**src/rtl/fetch_pkg.sv**
```systemverilog
// Shared widths and the queued fetch entry for the dual-issue fetch front end.
package fetch_pkg;
  localparam int XLEN        = 32;
  localparam int INSTR_W     = 32;
  localparam int FETCH_WIDTH = 2;
  localparam logic [XLEN-1:0] PC_RESET = 32'h0000_0000;

  typedef struct packed {
    logic [INSTR_W-1:0] instr;
    logic [XLEN-1:0]    pc;
  } fetch_entry_t;
endpackage

```
**src/rtl/fetch_ring_buffer.sv**
```systemverilog
// Two-write/two-read circular buffer; reads show head and head+1 from registered state.
// Writer must never overrun; flush empties it in one cycle and beats a same-cycle push.
module fetch_ring_buffer
  import fetch_pkg::*;
#(
  parameter int DEPTH = 8
) (
  input  logic                         clk,
  input  logic                         rst,
  input  logic                         flush,
  input  logic                         push_vld,
  input  fetch_entry_t                 wr_dat0,
  input  fetch_entry_t                 wr_dat1,
  input  logic [1:0]                   pop_cnt,
  output fetch_entry_t                 rd_dat0,
  output fetch_entry_t                 rd_dat1,
  output logic                         rd_vld0,
  output logic                         rd_vld1,
  output logic [$clog2(DEPTH+1)-1:0]   count
);
  localparam int PTR_W = $clog2(DEPTH);
  localparam int CNT_W = $clog2(DEPTH+1);

  fetch_entry_t     mem_q [DEPTH];
  logic [PTR_W-1:0] head_q, head_d, tail_q, tail_d;
  logic [PTR_W-1:0] head_p1, tail_p1;
  logic [CNT_W-1:0] count_q, count_d;

  assign head_p1 = head_q + PTR_W'(1);
  assign tail_p1 = tail_q + PTR_W'(1);

  always_comb begin
    head_d  = head_q;
    tail_d  = tail_q;
    count_d = count_q;
    if (flush) begin
      head_d  = '0;
      tail_d  = '0;
      count_d = '0;
    end else begin
      head_d  = head_q + PTR_W'(pop_cnt);
      tail_d  = push_vld ? tail_q + PTR_W'(FETCH_WIDTH) : tail_q;
      count_d = count_q + (push_vld ? CNT_W'(FETCH_WIDTH) : CNT_W'(0)) - CNT_W'(pop_cnt);
    end
  end

  always_ff @(posedge clk) begin
    if (rst) begin
      head_q  <= '0;
      tail_q  <= '0;
      count_q <= '0;
    end else begin
      head_q  <= head_d;
      tail_q  <= tail_d;
      count_q <= count_d;
    end
  end

  // Storage is not reset: count gates every read.
  always_ff @(posedge clk) begin
    if (!rst && !flush && push_vld) begin
      mem_q[tail_q]  <= wr_dat0;
      mem_q[tail_p1] <= wr_dat1;
    end
  end

  assign rd_dat0 = mem_q[head_q];
  assign rd_dat1 = mem_q[head_p1];
  assign rd_vld0 = (count_q != '0);
  assign rd_vld1 = (count_q >= CNT_W'(2));
  assign count   = count_q;

  a_count_le_depth: assert property (@(posedge clk) disable iff (rst) count_q <= CNT_W'(DEPTH));
endmodule

```
**src/rtl/dual_fetch_queue.sv**
```systemverilog
// Dual-issue fetch: paired imem requests into a ring, two oldest shown per cycle; visible 2 cycles after request.
// Requests only issue when the ring has room for everything in flight; stall freezes outputs, redirect flushes.
module dual_fetch_queue
  import fetch_pkg::*;
#(
  parameter int              DEPTH    = 8,
  parameter logic [XLEN-1:0] PC_RESET = fetch_pkg::PC_RESET
) (
  input  logic            clk,
  input  logic            rst,
  output logic            imem_req_valid,
  output logic [XLEN-1:0] imem_req_addr,
  input  logic            imem_rsp_valid,
  input  logic [31:0]     imem_rsp_data0,
  input  logic [31:0]     imem_rsp_data1,
  input  logic            stall,
  input  logic            redirect_valid,
  input  logic [XLEN-1:0] redirect_pc,
  output logic [31:0]     instruction1,
  output logic [31:0]     instruction2,
  output logic            ins1_valid,
  output logic            ins2_valid,
  output logic [XLEN-1:0] pc1,
  output logic [XLEN-1:0] pc2
);
  localparam int CNT_W = $clog2(DEPTH+1);
  localparam int SUM_W = CNT_W + 2;

  logic [XLEN-1:0]  fetch_pc_q, fetch_pc_d;
  logic [XLEN-1:0]  req_pc_q, req_pc_d;
  logic             inflight_q, inflight_d;
  logic             drop_rsp_q, drop_rsp_d;
  logic             push_vld, rd_vld0, rd_vld1;
  logic [1:0]       pop_cnt;
  logic [CNT_W-1:0] count;
  logic [SUM_W-1:0] need;
  fetch_entry_t     wr_dat0, wr_dat1, rd_dat0, rd_dat1;
  logic             unused_pc_lsb;

  assign unused_pc_lsb = ^redirect_pc[1:0];

  // Room check counts an in-flight pair as already occupying two slots.
  assign need           = SUM_W'(count) + (inflight_q ? SUM_W'(4) : SUM_W'(2));
  assign imem_req_valid = !rst && !redirect_valid && (need <= SUM_W'(DEPTH));
  assign imem_req_addr  = fetch_pc_q;

  assign push_vld = imem_rsp_valid && inflight_q && !drop_rsp_q;
  assign wr_dat0  = '{instr: imem_rsp_data0, pc: req_pc_q};
  assign wr_dat1  = '{instr: imem_rsp_data1, pc: req_pc_q + XLEN'(4)};
  assign pop_cnt  = stall ? 2'd0 : (rd_vld1 ? 2'd2 : (rd_vld0 ? 2'd1 : 2'd0));

  always_comb begin
    fetch_pc_d = fetch_pc_q;
    req_pc_d   = req_pc_q;
    inflight_d = inflight_q;
    drop_rsp_d = 1'b0;
    if (redirect_valid) begin
      fetch_pc_d = {redirect_pc[XLEN-1:2], 2'b00};
      drop_rsp_d = inflight_q;
    end else if (imem_req_valid) begin
      fetch_pc_d = fetch_pc_q + XLEN'(8);
      req_pc_d   = fetch_pc_q;
    end
    if (imem_req_valid)      inflight_d = 1'b1;
    else if (imem_rsp_valid) inflight_d = 1'b0;
  end

  always_ff @(posedge clk) begin
    if (rst) begin
      fetch_pc_q <= PC_RESET;
      req_pc_q   <= PC_RESET;
      inflight_q <= 1'b0;
      drop_rsp_q <= 1'b0;
    end else begin
      fetch_pc_q <= fetch_pc_d;
      req_pc_q   <= req_pc_d;
      inflight_q <= inflight_d;
      drop_rsp_q <= drop_rsp_d;
    end
  end

  fetch_ring_buffer #(.DEPTH(DEPTH)) u_ring (
    .clk      (clk),
    .rst      (rst),
    .flush    (redirect_valid),
    .push_vld (push_vld),
    .wr_dat0  (wr_dat0),
    .wr_dat1  (wr_dat1),
    .pop_cnt  (pop_cnt),
    .rd_dat0  (rd_dat0),
    .rd_dat1  (rd_dat1),
    .rd_vld0  (rd_vld0),
    .rd_vld1  (rd_vld1),
    .count    (count)
  );

  assign ins1_valid   = !rst && rd_vld0;
  assign ins2_valid   = !rst && rd_vld1;
  assign instruction1 = ins1_valid ? rd_dat0.instr : '0;
  assign pc1          = ins1_valid ? rd_dat0.pc    : '0;
  assign instruction2 = ins2_valid ? rd_dat1.instr : '0;
  assign pc2          = ins2_valid ? rd_dat1.pc    : '0;

  a_rsp_needs_inflight: assert property (@(posedge clk) disable iff (rst) imem_rsp_valid |-> inflight_q);
endmodule
```
**config.mk**
```make
export PLATFORM = sky130hd
export DESIGN_NAME = dual_fetch_queue
export DESIGN_NICKNAME = d
export VERILOG_FILES = /design/src/rtl/fetch_pkg.sv /design/src/rtl/fetch_ring_buffer.sv /design/src/rtl/dual_fetch_queue.sv
export SDC_FILE = /design/constraint.sdc
export NUM_CORES = 1
export LEC_CHECK = 0
export ABC_CLOCK_PERIOD_IN_PS = 8700
export CORE_MARGIN = 1
export CORE_UTILIZATION = 45
export CTS_CLUSTER_DIAMETER = 60
export CTS_CLUSTER_SIZE = 16
export DETAILED_ROUTE_END_ITERATION = 6
export PLACE_DENSITY_LB_ADDON = 0.12
export SLEW_MARGIN = 10
export SYNTH_ARGS = -nofsm -noshare
export SYNTH_HDL_FRONTEND = slang
export SYNTH_SLANG_ARGS = --single-unit
```
**constraint.sdc**
```tcl
create_clock -name clk -period 8.7 [get_ports clk]
set_clock_uncertainty 0.2 [all_clocks]
set_input_delay 1.305 -clock clk [delete_from_list [all_inputs] [get_ports clk]]
set_output_delay 1.305 -clock clk [all_outputs]
set_load 0.1 [all_outputs]
```
==> run metrics <==
Clock Tree Root clkbuf_16; CTS HTree Levels 2; Post-synth EDFFs 496; r2r endpoint imem_req_addr[19]; top layer in use met5; slowest stage cell, crit path clkdlybuf4s50_1; detailed-routing iteration count for the pre-antenna-repair pass 5; minimum clock period 6.37 ns; number of instances resized during post-cts repair 0; M1 WL 27500 um; number of design-rule violations left by the first detailed-router iteration 970; total count of hold-check failures in the final report 0; Post-DP HPWL 38700 um; delay contributed by the slowest stage of the critical path roughly 1.2 ns; Worst Path Arrival slightly below 5 ns; total negative slack for setup checks 0 ns; global-route wire length before repair just under 100000 um; instance count of the mapped netlist 1660; number of rows in the core area just under 90; Worst path most repeated cell buf_4; post-detailed-route via-to-cell ratio about 6; launch point of the worst path u_ring.head_q[0]; reg2reg setup slack roughly 5.3 ns; Layout area overhead 18.0%; Peak Freq 157 MHz; final antenna-violating net count 0; number of flip-flops and latches in the synthesized netlist roughly 570; vertical die dimension 245 um; Cell Count, Final, Fillers Out 2672; leading cell types in the layout, fill and taps excluded 496 x edfxtp_1, 254 x clkdlybuf4s50_1, 248 x mux4_2, 231 x nand2_1, 104 x a21oi_1; areal power density over the cells 222 nW/um^2; Worst Reg2Reg Path Length in Cells 9; number of clock buffers inserted by TritonCTS 48; startpoint of the worst register-to-register path inflight_q; Chip Width between 200 and 250 um; total number of nets in the final design 1993; leak pwr 9.32 nW; share of the clock period used by the worst path after layout 73.2%; maximum number of pins on one net before global-route repair 75; setup repair after global routing missed its margin no; termination of the worst setup path pc2[19]; portion of the post-synthesis area used by sequential elements 61.5%; area of the mapped netlist roughly 27000 um^2; max-slew violation count 0; Final GP Congestion 0.780; cell type group with the largest total delay on the critical path buffers and inverters; post-cts hold buffer count 0; full die area approximately 60000 um^2; CTS Buffer Depth 3; Detailed Route WL 64800 um; met3 layer wire length in the routed design 3990 um; Port Buf Inserts 255; most common cell after layout, fill and taps aside edfxtp_1; Core ar. a little under 60000 um^2; layout cell share with drive strength beyond 1 19.5%; count of clock tree sinks 567; Buf+Inv Stages, Crit Path 3; post-synthesis async set-or-reset flop share 0%; total overflow reported by the global router 0; Relative slew margins 19.3%; register clock-pin slew on the reported worst setup and hold paths 0.07 ns; insertion delay to the later sink of the worst-skew pair 0.60 ns; outcome finished, final reports clean; required time of the critical path a little over 7 ns; list of cells traversed by the critical path buf_4 -> buf_4 -> mux4_2 -> nand2_1 -> a21oi_1 -> clkdlybuf4s50_1; synth unique cells 54; setup violation total in the final timing report 0; GRT Total Usage 21.8%; HP Class flop to flop; Setup Crit Path Kind flop to output pin; total DRC errors in the routed layout 0; capturing element type of the critical path output pin; # Post-CTS Setup Buffers 0; count of synthesis-stage warnings from yosys 0; effective utilization at floorplan 45.7%; met2 wire length 32000 um; via count ~16000; total I/O pin count 264; antenna violations before repair 2; maximum fanout along the worst path 67; category of the worst setup path launch point flop; post-placement cell count about 2600; per-instance average area after synthesis ~16 um^2; Slew @ Worst Pin 1.21 ns; vias in the first global route 16500; worst ir drop on vdd 0.148 mV; clock tree from TritonCTS built; max cap viols 0; Fill cells 4706; Post-synth top flop edfxtp_1; post-detailed-route wirelength per cell between 20 and 25 um; instance count on the critical path 6
-- tightest hold or removal path, stage by stage, from the launching register on --
cell and delay, ns:
dfxtp_1 0.33, nand2_1 0.06, a21oi_1 0.05
-- power breakdown --
group / switching [mW] / leakage, nW / total, mW / internal [mW]
logic: 1.39 / 3.70 / 1.84 / 0.451
registers: 0.0484 / 4.90 / 3.02 / 2.97
clock network: 1.00 / 0.727 / 2.11 / 1.10
-- through the flow --
step | worst slack, ns | total power [mW] | hold WS, ns | util (%) | instance area, um^2
3_5_place_dp | 2.71 | 4.93 | 0.272 | 51.4 | 29800
6_report | 2.33 | 6.97 | 0.281 | 54.0 | 31300
2_1_floorplan | 2.85 | 4.43 | 0.276 | - | 26600
4_1_cts | 2.14 | 7.04 | 0.286 | 54.0 | 31300
3_3_place_gp | 2.68 | 4.93 | 0.265 | 51.4 | 29800
5_1_grt | 1.92 | 7.19 | 0.330 | 54.0 | 31300
-- worst min path at each step --
stage	startpoint	end	slack (ns)	depth (start not counted)
floorplan	req_pc_q[28]	req_pc_q[28]	0.28	2
global placement	imem_req_addr[2]	req_pc_q[2]	0.26	2
detailed placement	imem_req_addr[2]	req_pc_q[2]	0.27	2
CTS	imem_req_addr[2]	req_pc_q[2]	0.29	2
global route	imem_req_addr[2]	req_pc_q[2]	0.33	2
finish	imem_req_addr[2]	req_pc_q[2]	0.28	2
-- routing by layer --
layer	vias up	global-route usage (%)
met5	-	0
met4	2	5.39
met3	81	4.08
met2	448	36.4
met1	8308	29.5
li1	6975	-
-- cell usage after synthesis (all sizes together), types with 4 or more instances --
cell | number | share of area, %
nor2 | 87 | 1.2
mux2i | 66 | 2.5
or2 | 5 | 0.12
inv | 24 | 0.34
a21oi | 104 | 2.0
and4 | 4 | 0.13
edfxtp | 496 | 56
xnor2 | 23 | 0.76
o311ai | 8 | 0.26
nand2 | 232 | 3.3
fa | 4 | 0.30
xor2 | 14 | 0.46
dfxtp | 71 | 5.4
mux4 | 248 | 21
nor4 | 5 | 0.23
nor3 | 13 | 0.25
or3 | 8 | 0.19
nand3 | 30 | 0.61
and2 | 8 | 0.19
clkbuf | 51 | 0.72
nand4 | 15 | 0.43
or4 | 6 | 0.17
and3 | 5 | 0.12
a31oi | 12 | 0.28
ha | 13 | 0.61
o211ai | 6 | 0.17
o21ai | 5 | 0.094
buf | 70 | 1.3
-- state kept, by name (all words and copies together), names as in the netlist --
signal and flops:
imem_req_addr 30, u_ring.head_q 3, u_ring.mem_q 496, u_ring.count 4, inflight_q 1, req_pc_q 30, u_ring.tail_q 2, drop_rsp_q 1
-- cell type report --
type | instances | area [um^2] | share of cell area, %
sequential | 567 | 16300 | 52.1
clock inverter | 17 | 160 | 0.511
multi-input combinational | 952 | 9680 | 30.9
tap | 765 | 957 | 3.06
inverter | 25 | 93.8 | 0.300
clock buffer | 64 | 1340 | 4.29
timing repair buffer | 281 | 2760 | 8.80
antenna | 1 | 2.50 | 0.00799
-- cell families (layout without fill, tap and decap cells) --
logic type	Yosys count	in the layout	share of synthesized area, %
DFF	567	567	61.5
and+or+nand+nor	425	425	7.15
muxes	317	317	23.7
AOI/OAI and AO/OA	150	150	3.22
buffers and inverters	146	387	2.36
xor gates and xnor gates	37	37	1.22
adders and majority gates	17	17	0.914
other	1	7	0.0141
(Power assumes the default switching activity.)
